## config.mk

```make
export PLATFORM = sky130hd
export DESIGN_NAME = histogram_ctrl_flat
export DESIGN_NICKNAME = d
export VERILOG_FILES = /design/src/rtl/histogram_ctrl_if.sv /design/src/rtl/histogram_ctrl.sv /design/src/flat_wrapper.sv
export SDC_FILE = /design/constraint.sdc
export NUM_CORES = 1
export LEC_CHECK = 0
export BUFFER_PORTS_ARGS = -buffer_cell sky130_fd_sc_hd__buf_2
export CAP_MARGIN = 10
export CORE_AREA = 2 2 65 67
export CTS_CLUSTER_SIZE = 12
export DETAILED_ROUTE_END_ITERATION = 8
export DIE_AREA = 0 0 67 69
export PLACE_DENSITY = 0.73
export SYNTH_ARGS = -nofsm -noshare
export SYNTH_HDL_FRONTEND = slang
export SYNTH_SLANG_ARGS = --single-unit
```

## constraint.sdc

```tcl
create_clock -name aclk -period 1.5 [get_ports aclk]
set_input_delay 0.075 -clock aclk [delete_from_list [all_inputs] [get_ports aclk]]
set_output_delay 0.075 -clock aclk [all_outputs]
set_load 0.05 [all_outputs]
```

## src/rtl/histogram_ctrl_if.sv

```systemverilog
// Bundle of the sample stream, bin readout stream, bin RAM port and frame interrupt
// used by histogram_ctrl; slave is the controller side, master the environment side.
interface histogram_ctrl_if #(
    parameter int P_DW      = 4,
    parameter int P_NUM_BIN = 8,
    parameter int P_CW      = 16
);
    localparam int AW = $clog2(P_NUM_BIN);

    logic [P_DW-1:0] rdata;
    logic            rvalid;
    logic            rlast;
    logic            rready;

    logic [P_CW-1:0] tdata;
    logic            tvalid;
    logic            tlast;
    logic            tready;

    logic [AW-1:0]   bin_addr;
    logic            bin_rd_en;
    logic            bin_we;
    logic [P_CW-1:0] bin_wdata;
    logic [P_CW-1:0] bin_rdata;

    logic            interrupt_out;

    modport slave (
        input  rdata, rvalid, rlast, tready, bin_rdata,
        output rready, tdata, tvalid, tlast,
        output bin_addr, bin_rd_en, bin_we, bin_wdata, interrupt_out
    );

    modport master (
        output rdata, rvalid, rlast, tready, bin_rdata,
        input  rready, tdata, tvalid, tlast,
        input  bin_addr, bin_rd_en, bin_we, bin_wdata, interrupt_out
    );
endinterface

```

## src/rtl/histogram_ctrl.sv

```systemverilog
// Histogram controller: clears bin RAM, accumulates one sample per two cycles, streams bins out.
// Optional macro HISTOGRAM_CLEAR_ON_READ_EN zeroes bins during readout and skips the per-frame CLEAR.
module histogram_ctrl #(
    parameter int P_DW      = 4,
    parameter int P_NUM_BIN = 8,
    parameter int P_CW      = 16
) (
    input logic             aclk,
    input logic             areset_n,
    histogram_ctrl_if.slave bus
);
    localparam int AW = $clog2(P_NUM_BIN);
    localparam logic [AW-1:0]   LAST_BIN = AW'(P_NUM_BIN - 1);
    localparam logic [P_CW-1:0] CNT_MAX  = '1;

    localparam logic [2:0] ST_CLEAR   = 3'd0;
    localparam logic [2:0] ST_ACC     = 3'd1;
    localparam logic [2:0] ST_ACC_WR  = 3'd2;
    localparam logic [2:0] ST_RO_REQ  = 3'd3;
    localparam logic [2:0] ST_RO_LOAD = 3'd4;
    localparam logic [2:0] ST_RO_SEND = 3'd5;
    localparam logic [2:0] ST_DONE    = 3'd6;

    logic [2:0]      state;
    logic [AW-1:0]   cnt;
    logic [AW-1:0]   idx_q;
    logic            last_q;
    logic            active;
    logic [P_CW-1:0] tdata_q;
    logic [AW-1:0]   bin_sel;
    logic [P_CW-1:0] bin_inc;

    assign bin_sel = bus.rdata[P_DW-1 -: AW];
    assign bin_inc = (bus.bin_rdata == CNT_MAX) ? CNT_MAX : bus.bin_rdata + P_CW'(1);

    // active stays low for the cycle following a reset edge so every output is quiet then
    always_ff @(posedge aclk) begin
        if (!areset_n) begin
            state   <= ST_CLEAR;
            cnt     <= '0;
            idx_q   <= '0;
            last_q  <= 1'b0;
            active  <= 1'b0;
            tdata_q <= '0;
        end else begin
            active <= 1'b1;
            case (state)
                ST_CLEAR: begin
                    if (active) begin
                        if (cnt == LAST_BIN) begin
                            cnt   <= '0;
                            state <= ST_ACC;
                        end else begin
                            cnt <= cnt + AW'(1);
                        end
                    end
                end
                ST_ACC: begin
                    if (bus.rvalid) begin
                        idx_q  <= bin_sel;
                        last_q <= bus.rlast;
                        state  <= ST_ACC_WR;
                    end
                end
                ST_ACC_WR:  state <= last_q ? ST_RO_REQ : ST_ACC;
                ST_RO_REQ:  state <= ST_RO_LOAD;
                ST_RO_LOAD: begin
                    tdata_q <= bus.bin_rdata;
                    state   <= ST_RO_SEND;
                end
                ST_RO_SEND: begin
                    if (bus.tready) begin
                        if (cnt == LAST_BIN) begin
                            cnt   <= '0;
                            state <= ST_DONE;
                        end else begin
                            cnt   <= cnt + AW'(1);
                            state <= ST_RO_REQ;
                        end
                    end
                end
`ifdef HISTOGRAM_CLEAR_ON_READ_EN
                ST_DONE:    state <= ST_ACC;
`else
                ST_DONE:    state <= ST_CLEAR;
`endif
                default:    state <= ST_CLEAR;
            endcase
        end
    end

    always_comb begin
        bus.rready        = 1'b0;
        bus.tdata         = tdata_q;
        bus.tvalid        = 1'b0;
        bus.tlast         = 1'b0;
        bus.bin_addr      = '0;
        bus.bin_rd_en     = 1'b0;
        bus.bin_we        = 1'b0;
        bus.bin_wdata     = '0;
        bus.interrupt_out = 1'b0;
        case (state)
            ST_CLEAR: begin
                if (active) begin
                    bus.bin_we   = 1'b1;
                    bus.bin_addr = cnt;
                end
            end
            ST_ACC: begin
                bus.rready    = 1'b1;
                bus.bin_rd_en = bus.rvalid;
                bus.bin_addr  = bin_sel;
            end
            ST_ACC_WR: begin
                bus.bin_we    = 1'b1;
                bus.bin_addr  = idx_q;
                bus.bin_wdata = bin_inc;
            end
            ST_RO_REQ: begin
                bus.bin_rd_en = 1'b1;
                bus.bin_addr  = cnt;
            end
            ST_RO_LOAD: begin
`ifdef HISTOGRAM_CLEAR_ON_READ_EN
                bus.bin_we   = 1'b1;
                bus.bin_addr = cnt;
`endif
            end
            ST_RO_SEND: begin
                bus.tvalid = 1'b1;
                bus.tlast  = (cnt == LAST_BIN);
            end
            ST_DONE:    bus.interrupt_out = 1'b1;
            default: ;
        endcase
    end
endmodule

```

## src/flat_wrapper.sv

```systemverilog
// flat-port wrapper written by rule: the top's interface ports become plain ports
module histogram_ctrl_flat 
#(
    parameter int P_DW      = 4,
    parameter int P_NUM_BIN = 8,
    parameter int P_CW      = 16
)
  (aclk, areset_n, bus_rdata, bus_rvalid, bus_rlast, bus_tready, bus_bin_rdata, bus_rready, bus_tdata, bus_tvalid, bus_tlast, bus_bin_addr, bus_bin_rd_en, bus_bin_we, bus_bin_wdata, bus_interrupt_out);
  histogram_ctrl_if #(.P_DW(P_DW), .P_NUM_BIN(P_NUM_BIN), .P_CW(P_CW)) bus_i ();
  input logic aclk;
  input logic areset_n;
  input wire logic [$bits(bus_i.rdata)-1:0] bus_rdata;
  input wire logic [$bits(bus_i.rvalid)-1:0] bus_rvalid;
  input wire logic [$bits(bus_i.rlast)-1:0] bus_rlast;
  input wire logic [$bits(bus_i.tready)-1:0] bus_tready;
  input wire logic [$bits(bus_i.bin_rdata)-1:0] bus_bin_rdata;
  output wire logic [$bits(bus_i.rready)-1:0] bus_rready;
  output wire logic [$bits(bus_i.tdata)-1:0] bus_tdata;
  output wire logic [$bits(bus_i.tvalid)-1:0] bus_tvalid;
  output wire logic [$bits(bus_i.tlast)-1:0] bus_tlast;
  output wire logic [$bits(bus_i.bin_addr)-1:0] bus_bin_addr;
  output wire logic [$bits(bus_i.bin_rd_en)-1:0] bus_bin_rd_en;
  output wire logic [$bits(bus_i.bin_we)-1:0] bus_bin_we;
  output wire logic [$bits(bus_i.bin_wdata)-1:0] bus_bin_wdata;
  output wire logic [$bits(bus_i.interrupt_out)-1:0] bus_interrupt_out;
  assign bus_i.rdata = bus_rdata;
  assign bus_i.rvalid = bus_rvalid;
  assign bus_i.rlast = bus_rlast;
  assign bus_i.tready = bus_tready;
  assign bus_i.bin_rdata = bus_bin_rdata;
  assign bus_rready = bus_i.rready;
  assign bus_tdata = bus_i.tdata;
  assign bus_tvalid = bus_i.tvalid;
  assign bus_tlast = bus_i.tlast;
  assign bus_bin_addr = bus_i.bin_addr;
  assign bus_bin_rd_en = bus_i.bin_rd_en;
  assign bus_bin_we = bus_i.bin_we;
  assign bus_bin_wdata = bus_i.bin_wdata;
  assign bus_interrupt_out = bus_i.interrupt_out;
  histogram_ctrl #(.P_DW(P_DW), .P_NUM_BIN(P_NUM_BIN), .P_CW(P_CW)) u_core (.aclk(aclk), .areset_n(areset_n), .bus(bus_i));
endmodule
```

==> metrics.md, run 1 <==
| Metric | Value |
|---|---|
| Total track usage | `20.4%` |
| Seq cells post-synth | `27` |
| Post-DP HPWL | `~3.2 mm` |
| Storage cell area | `roughly 550 um2` |
| Final hold violations | `0` |
| Slew @ Worst Pin | `0.535 ns` |
| Initial antenna violation count | `0` |
| Combinational Power Share | `between 10% and 20%` |
| Initial core utilization | `44.1%` |
| Crit-path leading delay family | `flip-flops` |
| P_leak | `1.06 nW` |
| Syn nets | `242` |
| Class of the most critical hold timing path | `primary input to flop` |
| Share of the synthesized area in the top cell type | `31.3%` |
| Die area | `about 4600 um2` |
| Cell area power density | `about 520 nW/um2` |
| Setup Skew | `between 0.001 and 0.0015 ns` |
| Largest net degree at the start of global routing | `28` |
| Critical Path RT | `between 1 and 1.5 ns` |
| Layout Nets | `320` |
| Gp weighted congestion | `approximately 0.8` |
| Core box area | `around 4000 um2` |
| Mean Syn Cell Area | `between 8 and 9 um2` |
| I/O pin count | `66` |
| Ys Warns | `0` |
| Setup_tns | `-0.290 ns` |
| CP cell instances | `nor2b_4 -> nand2b_4 -> nor2_1 -> a221o_2 -> buf_6` |
| CP arrival | `~1.5 ns` |
| Crit. End Element | `output pin` |
| Worst path max stage delay | `~0.37 ns` |
| Hold buffer count at cts | `0` |
| Largest family of logic cells by synthesized area | `simple AND/OR/NAND/NOR gates` |
| Net switching power | `about 0.38 mW` |
| # clock sinks | `27` |
| Internal power | `between 1 and 1.5 mW` |
| Total chip power | `~1.4 mW` |
| Port Buf Inserts | `64` |
| DR pass1 iterations | `4` |
| Failing checks | `negative setup slack` |
| CP max FO | `7` |
| Clk_lat worst skew | `roughly 0.27 ns` |
| Routed WL | `between 4 and 5 mm` |
| CTS tree | `built` |
| Mux cell area share after synthesis | `5.21%` |
| Vias post-DR | `around 1800` |
| Routed vias/inst | `about 5.2` |
| CP Class | `flop to output pin` |
| Final number of setup-violating endpoints | `14` |
| CTS buffer count | `3` |
| Simple-gate area share of the yosys netlist | `slightly above 30%` |
| Post-synthesis adder-cell area fraction | `2.17%` |
| Fmax | `around 0.65 GHz` |
| Biggest area consumer among synthesized cells | `dfxtp_1` |
| H-tree depth | `1` |
| Switching part of the total | `roughly 28%` |
| Die width | `approximately 67 um` |
| Avg WL per Cell | `around 13 um` |
| First-pass GRT wire length | `7.66 mm` |
| Sequential-to-total area share from yosys stat | `31.3%` |
| Post-route setup slack | `-0.0343 ns` |
| Buf/Inv on CP | `1` |
| Reg2Reg Setup Slack | `roughly 0.040 ns` |
| Fin. max-slew vios | `0` |
| Clk pwr share | `31.3%` |
| DRC Markers | `0` |
| RSZ-0062 raised after global routing | `yes` |
| Multi-input gate area | `1320 um2` |
| Worst-case clock buffer depth | `2` |
| Top cells by area, synth | `dfxtp_1, nand2_1, a21boi_1` |
| CP startpoint kind | `flop` |
| MaxCap Viol Count | `0` |
| Compound-Gate Fraction of Synth Area | `just over 20%` |
| Die Ht | `~70 um` |
| Post-synth cell types | `40` |
| Area Growth Syn to Fin | `53.7%` |
| Starting DRC count in detailed routing | `86` |
| Crit-path slowest cell | `dfxtp_4` |
| Layout cell share with drive strength beyond 1 | `47.8%` |
| Post-synthesis cell count | `214` |
| Worst VDD drop | `between 500 and 600 uV` |
| Part of the power in registers | `52.2%` |
| Total grt overflow | `0` |
| XOR/XNOR share of the synthesized area | `under 10%` |
| Routed Antenna Nets | `0` |
| Layout fillers | `~340` |
| Vias in the first global route | `roughly 1700` |
| Max_slew headroom | `64.2%` |
| Final min period | `1.53 ns` |
| Syn Std Cell Area | `1730 um2` |
| Tcrit/Tclk final | `102%` |
| CTS clk-pin slew, worst paths | `around 0.10 ns` |
| Outcome | `finished, violations left` |
| Clock Root Buffer | `clkbuf_8` |
| # diodes | `0` |
| # rows | `23` |
layout make-up:
| cell class | count | area share, % |
|---|---|---|
| Inverter | 7 | 0.989 |
| Tap cell | 50 | 2.36 |
| Clock buffer | 3 | 1.55 |
| Timing Repair Buffer | 85 | 24.2 |
| Sequential cell | 27 | 20.9 |
| Clock inverter | 1 | 0.330 |
| Multi-Input combinational cell | 168 | 49.7 |
kinds of logic (layout without fill, tap and decap cells):
group,Yosys count,after routing
compound gates,45,45
mux,9,9
flops,27,27
xor+xnor,9,9
fa+ha+maj,3,3
simple gates,102,102
buf+inv,19,96
registers in the layout (all words and copies together) (netlist names):
| signal | cells |
|---|---|
| u_core.active | 1 |
| u_core.bus.tdata | 16 |
| u_core.state | 3 |
| u_core.cnt | 3 |
| u_core.idx_q | 3 |
| u_core.last_q | 1 |
through the flow:
stage                     utilization (%)  hold slack [ns]  cell area [um2]  worst slack (ns)  instances
final                                67.9           0.0615             2660           -0.0343        341
after global routing                 67.9           0.0775             2660           -0.0888        341
after CTS                            65.0           0.0550             2540           -0.0303        341
after detailed placement             59.1            0.347             2310           -0.0501        334
after global placement               59.1            0.339             2310           -0.0239        334
after floorplan                         -            0.103             1880            -0.231        214
synth_stat cells (all sizes together):
cell type and number:
nand4b 1, nand2b 1, o21a 1, nor2b 11, xnor2 6, nor4 4, or2 1, a21oi 17
and2 5, inv 7, a311oi 1, dfxtp 27, o2bb2ai 1, or3b 1, nor3 6, nand4 2
nor3b 3, a221o 3, clkbuf 5, nand3 9, a211oi 1, mux2i 9, buf 7, xor2 3
o21ai 1, a21boi 16, and3 2, a22oi 1, nor2 16, a31oi 3, ha 3, nand2 40
worst register-to-register path, delay by kind of cell (launching register included):
kind                   cells  cell delay [ns]
multiplexers               1             0.20
buffers and inverters      1             0.15
flip-flops                 1             0.39
AO/OA/AOI/OAI              1             0.18
AND/OR/NAND/NOR            2             0.44
worst paths after layout:
check                                         start             endpoint  depth (start not counted)
worst max-delay path                u_core.state[1]      bus_bin_addr[2]                          5
worst min-delay path                      bus_rlast        u_core.last_q                          3
worst max register to register      u_core.state[0]        u_core.cnt[0]                          5
worst min register to register  u_core.bus.tdata[0]  u_core.bus.tdata[0]                          2
cells in the final DEF, fill, tap and decap left out, types with 2 or more instances in the layout:
| cell | synthesis | layout |
|---|---|---|
| nand2_1 | 39 | 38 |
| nand3_1 | 8 | 6 |
| dfxtp_2 | 0 | 2 |
| buf_2 | 4 | 42 |
| nor4_4 | 0 | 2 |
| nand4_1 | 2 | 2 |
| nor2_4 | 0 | 3 |
| nor3_1 | 5 | 4 |
| a221o_2 | 0 | 3 |
| buf_8 | 0 | 4 |
| ha_1 | 3 | 2 |
| nor2_1 | 16 | 10 |
| mux2i_1 | 9 | 7 |
| and3_1 | 2 | 2 |
| nor2_2 | 0 | 3 |
| and2_1 | 5 | 4 |
| dfxtp_4 | 0 | 3 |
| buf_4 | 0 | 20 |
| nand3_4 | 1 | 2 |
| a21oi_4 | 1 | 10 |
| xor2_1 | 3 | 3 |
| dfxtp_1 | 27 | 22 |
| clkbuf_8 | 0 | 3 |
| nor4_2 | 3 | 2 |
| nor3b_4 | 0 | 2 |
| a21boi_1 | 16 | 16 |
| xnor2_1 | 6 | 6 |
| a21oi_2 | 10 | 3 |
| a21oi_1 | 6 | 4 |
| a31oi_1 | 3 | 3 |
| nand2_2 | 1 | 2 |
| nor2b_1 | 11 | 9 |
| buf_6 | 3 | 18 |
| inv_1 | 7 | 7 |
per-layer routing:
layer	vias up	part of all wire [%]	global-route usage (%)
met2	49	50	33.7
li1	891	-	-
met4	0	1.6	4.99
met3	8	4.9	4.57
met5	-	0	0
met1	823	44	26.4
power groups by stage:
stage	clock, mW	combinational, mW	sequential, mW
after floorplan	0	0.114	0.745
after global routing	0.477	0.248	0.727
after detailed placement	0	0.205	0.747
final	0.435	0.228	0.726
after CTS	0.448	0.214	0.725
after global placement	0	0.204	0.746
timing repair:
item	in CTS	in global routing
pin swaps	1	6
setup endpoints to repair	21	29
setup buffers	3	0
resized for setup	49	29
Power figures use the tool's default switching activity.
==> run 2, diff against run 1 <==
--- a/config.mk
+++ b/config.mk
@@ -12,6 +12,7 @@
 export DETAILED_ROUTE_END_ITERATION = 8
 export DIE_AREA = 0 0 67 69
 export PLACE_DENSITY = 0.73
+export REMOVE_ABC_BUFFERS = 1
 export SYNTH_ARGS = -nofsm -noshare
 export SYNTH_HDL_FRONTEND = slang
 export SYNTH_SLANG_ARGS = --single-unit
==> run 2 against run 1 <==
Net effect:
- the run still ends with negative setup slack left
- first-iteration DRC count grew 10%
- global-route usage shrank 0.95 points
- critical path depth grew 1
- largest cell class unchanged
- sequential power is essentially flat
- core utilization grew 0.16 points
==> metrics.md, run 2 (synthesis results as in run 1) <==
| Metric | Value |
|---|---|
| Outcome | `finished, violations left` |
| Failing checks | `negative setup slack` |
| CP arrival | `1.46 ns (about the same)` |
| Wl on met1 | `2.19 mm (+11%)` |
| Cell area power density | `516 nW/um2 (-1.4%)` |
| Net switching power | `0.367 mW (-4.0%)` |
| CP max FO | `6 (-1)` |
| Commonest non-fill, non-tap cell in the layout | `buf_2` |
| Hold path cells | `3 (unchanged)` |
| Total track usage | `19.4% (-0.95 points)` |
| Final hold violations | `0 (unchanged)` |
| Reg2reg end | `u_core.idx_q[1]` |
| Layout fillers | `327 (-3.3%)` |
| Final number of setup-violating endpoints | `5 (-9)` |
| RSZ-0062 raised after global routing | `yes` |
| Final min period | `1.53 ns (-0.000955 ns)` |
| Met3 routed WL | `203 um (-6.9%)` |
| Reg2reg path depth | `5 (unchanged)` |
| Fmax | `0.652 GHz (about the same)` |
| Crit. path cell count | `6 (+1)` |
| Post-route setup slack | `-0.0333 ns (+0.000955 ns)` |
| Max_slew headroom | `73.3% (+9.0 points)` |
| CP startpoint kind | `flop` |
| Routed vias/inst | `5.16 (-0.68%)` |
| CP cell instances | `nor2b_4 -> nand2b_4 -> buf_6 -> nor2_1 -> a221o_1 -> buf_6` |
| Layout Nets | `333 (+4.1%)` |
| Switching part of the total | `26.7% (-0.80 points)` |
| Largest net degree at the start of global routing | `28 (unchanged)` |
| # clock sinks | `27 (unchanged)` |
| CTS clk-pin slew, worst paths | `0.10 ns (about the same)` |
| Clk pwr share | `30.9% (-0.4 points)` |
| H-tree depth | `1 (unchanged)` |
| Setup Skew | `0.00497 ns (+0.00388 ns)` |
| P_leak | `1.09 nW (+3.3%)` |
| Top Layer Used | `met4` |
| Gp weighted congestion | `0.843 (+6.8%)` |
| Placed insts | `343 (+2.7%)` |
| Most frequent cells in the layout | `buf_2, nand2_1, buf_4` |
| DR pass1 iterations | `4 (unchanged)` |
| First-pass GRT wire length | `7.17 mm (-6.4%)` |
| Worst path max stage delay | `0.35 ns (-0.02 ns)` |
| Combinational Power Share | `16.1% (-0.3 points)` |
| Layout cell share with drive strength beyond 1 | `46.7% (-1.1 points)` |
| Die width | `67 um (unchanged)` |
| Crit. End Element | `output pin` |
| Part of the power in registers | `53.1% (+0.9 points)` |
| Routed Antenna Nets | `0 (unchanged)` |
| Worst Hold Endpoint | `u_core.bus.tdata[9]` |
| Most used cell, CP | `buf_6` |
| Crit-path slowest cell | `dfxtp_2` |
| Hold buffer count at cts | `0 (unchanged)` |
| Initial core utilization | `44.1% (unchanged)` |
| Vias post-DR | `1826 (+3.1%)` |
| MaxCap Viol Count | `0 (unchanged)` |
| CP Class | `flop to output pin` |
| Total chip power | `1.37 mW (-1.1%)` |
| Fin. max-slew vios | `0 (unchanged)` |
| Detail Route met2 WL | `2.26 mm (+1.4%)` |
| Core box area | `3910 um2 (unchanged)` |
| Multi-input gate area | `1190 um2 (-9.9%)` |
| Port Buf Inserts | `64 (unchanged)` |
| Total grt overflow | `0 (unchanged)` |
| # diodes | `0 (unchanged)` |
| Starting DRC count in detailed routing | `95 (+10%)` |
| Storage cell area | `548 um2 (-1.1%)` |
| Post-DP HPWL | `3.40 mm (+4.9%)` |
| Area Growth Syn to Fin | `54.1%` |
| Clk_lat worst skew | `0.27 ns (about the same)` |
| Routed WL | `4.73 mm (+5.4%)` |
| Avg WL per Cell | `13.4 um (+1.5%)` |
| Buf/Inv on CP | `2 (+1)` |
| Crit-path leading delay family | `flip-flops` |
| Slew @ Worst Pin | `0.400 ns (-0.135 ns)` |
| Worst VDD drop | `389 uV (-24%)` |
| R2r startpoint | `u_core.state[2]` |
| Clock Root Buffer | `clkbuf_8` |
| Max FFs per register | `16 (unchanged)` |
| CTS tree | `built` |
| Die area | `4620 um2 (unchanged)` |
| DRC Markers | `0 (unchanged)` |
| Worst-case clock buffer depth | `2 (unchanged)` |
| Vias in the first global route | `1615 (-7.0%)` |
| Initial antenna violation count | `0 (unchanged)` |
| Hold path start | `bus_bin_rdata[9]` |
| Tcrit/Tclk final | `102% (about the same)` |
| # rows | `23 (unchanged)` |
| Final non-filler cell total | `354 (+3.8%)` |
| I/O pin count | `66 (unchanged)` |
| Internal power | `1.01 mW (about the same)` |
| Class of the most critical hold timing path | `primary input to flop` |
| CTS buffer count | `3 (unchanged)` |
| Critical Path RT | `1.42 ns (about the same)` |
| Die Ht | `69 um (unchanged)` |
| Reg2Reg Setup Slack | `0.04 ns (about the same)` |
-- run 2: per-stage QoR --
| stage | setup slack [ns] | util, % | cell area [um2] | setup TNS [ns] | hold WS [ns] |
|---|---|---|---|---|---|
| 2_1_floorplan | -1.06 | - | 1660 | -11.29 | 0.103 |
| 3_3_place_gp | -0.103 | 58.2 | 2280 | -0.206 | 0.328 |
| 3_5_place_dp | -0.0830 | 58.2 | 2280 | -0.622 | 0.359 |
| 4_1_cts | -0.0394 | 64.8 | 2530 | -0.174 | 0.0617 |
| 6_report | -0.0333 | 68.0 | 2660 | -0.131 | 0.0652 |
| 5_1_grt | -0.105 | 68.0 | 2660 | -1.12 | 0.0837 |
-- run 2: final cells by class --
cell class | instances | share of cell area, %
multi-input combinational | 168 | 44.7
timing repair buffer | 98 | 29.7
sequential | 27 | 20.6
tap | 50 | 2.35
clock buffer | 3 | 1.55
inverter | 7 | 0.987
clock inverter | 1 | 0.188
-- run 2: timing repair --
| action | CTS | global route |
|---|---|---|
| setup buffers | 4 | 3 |
| endpoints found under the setup margin | 21 | 29 |
| resized for setup | 53 | 27 |
| gates cloned | 1 | 0 |
| pin swaps | 5 | 4 |
-- run 2: metal layers --
layer,up-vias,track usage (%)
met5,-,0
li1,914,-
met4,0,6.12
met1,857,26.0
met2,49,31.7
met3,6,2.61
-- run 2: how the worst max path moves through the flow --
stage,to,startpoint,slack (ns)
after floorplan,bus_bin_wdata[14],u_core.state[1],-1.06
after global placement,bus_bin_wdata[14],bus_bin_rdata[0],-0.10
after detailed placement,bus_bin_wdata[14],bus_bin_rdata[0],-0.08
after CTS,bus_bin_addr[1],u_core.state[0],-0.04
after global routing,bus_bin_addr[1],u_core.state[1],-0.11
final,bus_bin_addr[2],u_core.state[1],-0.03
-- run 2: tightest hold or removal path, cell delays in order --
cell and delay (ns):
buf_2 0.12, nand2_1 0.06, a21boi_1 0.05
-- run 2: power by group through the flow --
| stage | Combinational (mW) | Clock, mW | Sequential (mW) |
|---|---|---|---|
| after floorplan | 0.0975 | 0 | 0.745 |
| after global placement | 0.199 | 0 | 0.746 |
| after detailed placement | 0.202 | 0 | 0.746 |
| after CTS | 0.211 | 0.436 | 0.729 |
| after global routing | 0.239 | 0.470 | 0.730 |
| final | 0.221 | 0.424 | 0.728 |
==> run 3, diff against run 2 <==
--- a/config.mk
+++ b/config.mk
@@ -13,6 +13,7 @@
 export DIE_AREA = 0 0 67 69
 export PLACE_DENSITY = 0.73
 export REMOVE_ABC_BUFFERS = 1
+export SKIP_CTS_REPAIR_TIMING = 1
 export SYNTH_ARGS = -nofsm -noshare
 export SYNTH_HDL_FRONTEND = slang
 export SYNTH_SLANG_ARGS = --single-unit
==> run 3 against run 2 <==
Net effect:
- largest cell class unchanged
- core utilization down 0.70 points
- sequential power is essentially flat
- clock-buffer cell count did not move
- combinational power is essentially flat
- the flow still finishes with violations (negative setup slack)
- clock skew down 0.0027 ns
- flip-flop and latch count is the same
==> metrics.md, run 3 (synthesis results as in run 1) <==
| Metric | Value |
|---|---|
| Outcome | `finished, violations left` |
| Failing checks | `negative setup slack` |
| CP startpoint kind | `flop` |
| Tcrit/Tclk final | `108% (+5.7 points)` |
| # rows | `23 (unchanged)` |
| Post-DP HPWL | `3.40 mm (unchanged)` |
| Max_slew headroom | `75.2% (+1.9 points)` |
| Cell Area, Placed | `2280 um2 (unchanged)` |
| Die area | `4620 um2 (unchanged)` |
| Starting DRC count in detailed routing | `63 (-34%)` |
| Setup Skew | `0.00228 ns (-0.00269 ns)` |
| Crit-path leading delay family | `buffers and inverters` |
| Commonest non-fill, non-tap cell in the layout | `buf_2` |
| Total grt overflow | `0 (unchanged)` |
| P_leak | `1.07 nW (-1.5%)` |
| Class of the most critical hold timing path | `primary input to flop` |
| Fin util | `67.3% (-0.70 points)` |
| Routed vias/inst | `5.17 (+0.20%)` |
| Die Ht | `69 um (unchanged)` |
| DR pass1 iterations | `4 (unchanged)` |
| Vias in the first global route | `1598 (-1.1%)` |
| First-pass GRT wire length | `6.95 mm (-3.1%)` |
| RSZ-0062 raised after global routing | `yes` |
| CTS clk-pin slew, worst paths | `0.10 ns (about the same)` |
| Crit. End Element | `output pin` |
| CP Class | `flop to output pin` |
| Worst VDD drop | `387 uV (-0.38%)` |
| Gp weighted congestion | `0.843 (unchanged)` |
| Crit-path slowest cell | `dfxtp_4` |
| CP arrival | `1.54 ns (+0.08 ns)` |
| I/O pin count | `66 (unchanged)` |
| Slew @ Worst Pin | `0.373 ns (-0.0275 ns)` |
| Worst-case clock buffer depth | `2 (unchanged)` |
| Most used cell, CP | `buf_6` |
| Cell area power density | `525 nW/um2 (+1.9%)` |
| Post-route setup slack | `-0.118 ns (-0.0850 ns)` |
| Fin. max-slew vios | `0 (unchanged)` |
| Placed insts | `343 (unchanged)` |
| Final min period | `1.62 ns (+0.0850 ns)` |
| Layout Nets | `329 (-1.2%)` |
| Initial antenna violation count | `0 (unchanged)` |
| Max FFs per register | `16 (unchanged)` |
| CTS buffer count | `3 (unchanged)` |
| H-tree depth | `1 (unchanged)` |
| Port Buf Inserts | `64 (unchanged)` |
| Initial core utilization | `44.1% (unchanged)` |
| Buf/Inv on CP | `3 (+1)` |
| # diodes | `0 (unchanged)` |
| Routed Antenna Nets | `0 (unchanged)` |
| MaxCap Viol Count | `0 (unchanged)` |
| Most frequent cells in the layout | `buf_2, nand2_1, buf_4` |
| Final number of setup-violating endpoints | `4 (-1)` |
| Area Growth Syn to Fin | `52.5%` |
| Core box area | `3910 um2 (unchanged)` |
| Total track usage | `18.8% (-0.63 points)` |
| Vias post-DR | `1809 (-0.93%)` |
| Final hold violations | `0 (unchanged)` |
| CTS tree | `built` |
| # clock sinks | `27 (unchanged)` |
| Clk_lat worst skew | `0.28 ns (about the same)` |
| Layout cell share with drive strength beyond 1 | `45.7% (-1.0 points)` |
| CP max FO | `7 (+1)` |
| Clock Root Buffer | `clkbuf_8` |
| Avg WL per Cell | `13.4 um (+0.69%)` |
| Largest net degree at the start of global routing | `28 (unchanged)` |
| Die width | `67 um (unchanged)` |
| Post-route cell area | `2640 um2 (-1.0%)` |
| Routed WL | `4.71 mm (-0.44%)` |
| CP cell instances | `buf_12 -> nor3b_4 -> buf_6 -> a221o_1 -> buf_6` |
| Fmax | `0.618 GHz (-5.3%)` |
| Final non-filler cell total | `350 (-1.1%)` |
| DRC Markers | `0 (unchanged)` |
| Critical Path RT | `1.42 ns (about the same)` |
| Worst path max stage delay | `0.37 ns (+0.02 ns)` |
==> run 3: per-layer routing <==
metal	vias to the layer above	share of wire, %	global-route usage, %
met2	48	48	29.8
met5	-	0	0
met3	12	4.5	2.77
li1	911	-	-
met4	0	2.6	6.80
met1	838	45	25.4
==> run 3: path summary, 6_finish.rpt <==
path,to,start,slack (ns),cells after the start
worst min register to register,u_core.bus.tdata[13],u_core.bus.tdata[13],0.46,2
worst min-delay path,u_core.bus.tdata[15],bus_bin_rdata[15],0.06,3
worst max-delay path,bus_bin_addr[1],u_core.state[0],-0.12,5
worst max register to register,u_core.cnt[2],u_core.state[0],0.06,5
==> run 3: layout make-up <==
class | count | area [um2]
flip-flops and latches | 27 | 548
inverters | 7 | 26.3
multi-input cells | 168 | 1220
clock inverters | 1 | 5.00
repair buffers | 94 | 732
fillers | 332 | 1280
clock buffers | 3 | 41.3
well taps | 50 | 62.6
==> run 3: worst reg2reg max path, stage by stage (launching register included) <==
cell,delay (ns)
dfxtp_4,0.37
buf_12,0.13
or3b_4,0.38
a21oi_4,0.20
mux2i_1,0.21
nor2b_1,0.06
==> run 3: power by group <==
group | internal [mW] | switching [mW]
Sequential | 0.722 | 0.00658
Clock | 0.187 | 0.245
Combinational | 0.0973 | 0.127
==> run 3: per-stage QoR <==
| step | TNS [ns] | hold slack [ns] | worst slack, ns | power (mW) |
|---|---|---|---|---|
| after floorplan | -11.29 | 0.103 | -1.06 | 0.842 |
| after global placement | -0.206 | 0.328 | -0.103 | 0.946 |
| after detailed placement | -0.622 | 0.359 | -0.0830 | 0.948 |
| after CTS | -5.44 | 0.0617 | -0.323 | 1.37 |
| after global routing | -1.01 | 0.0813 | -0.196 | 1.45 |
| final | -0.352 | 0.0647 | -0.118 | 1.38 |
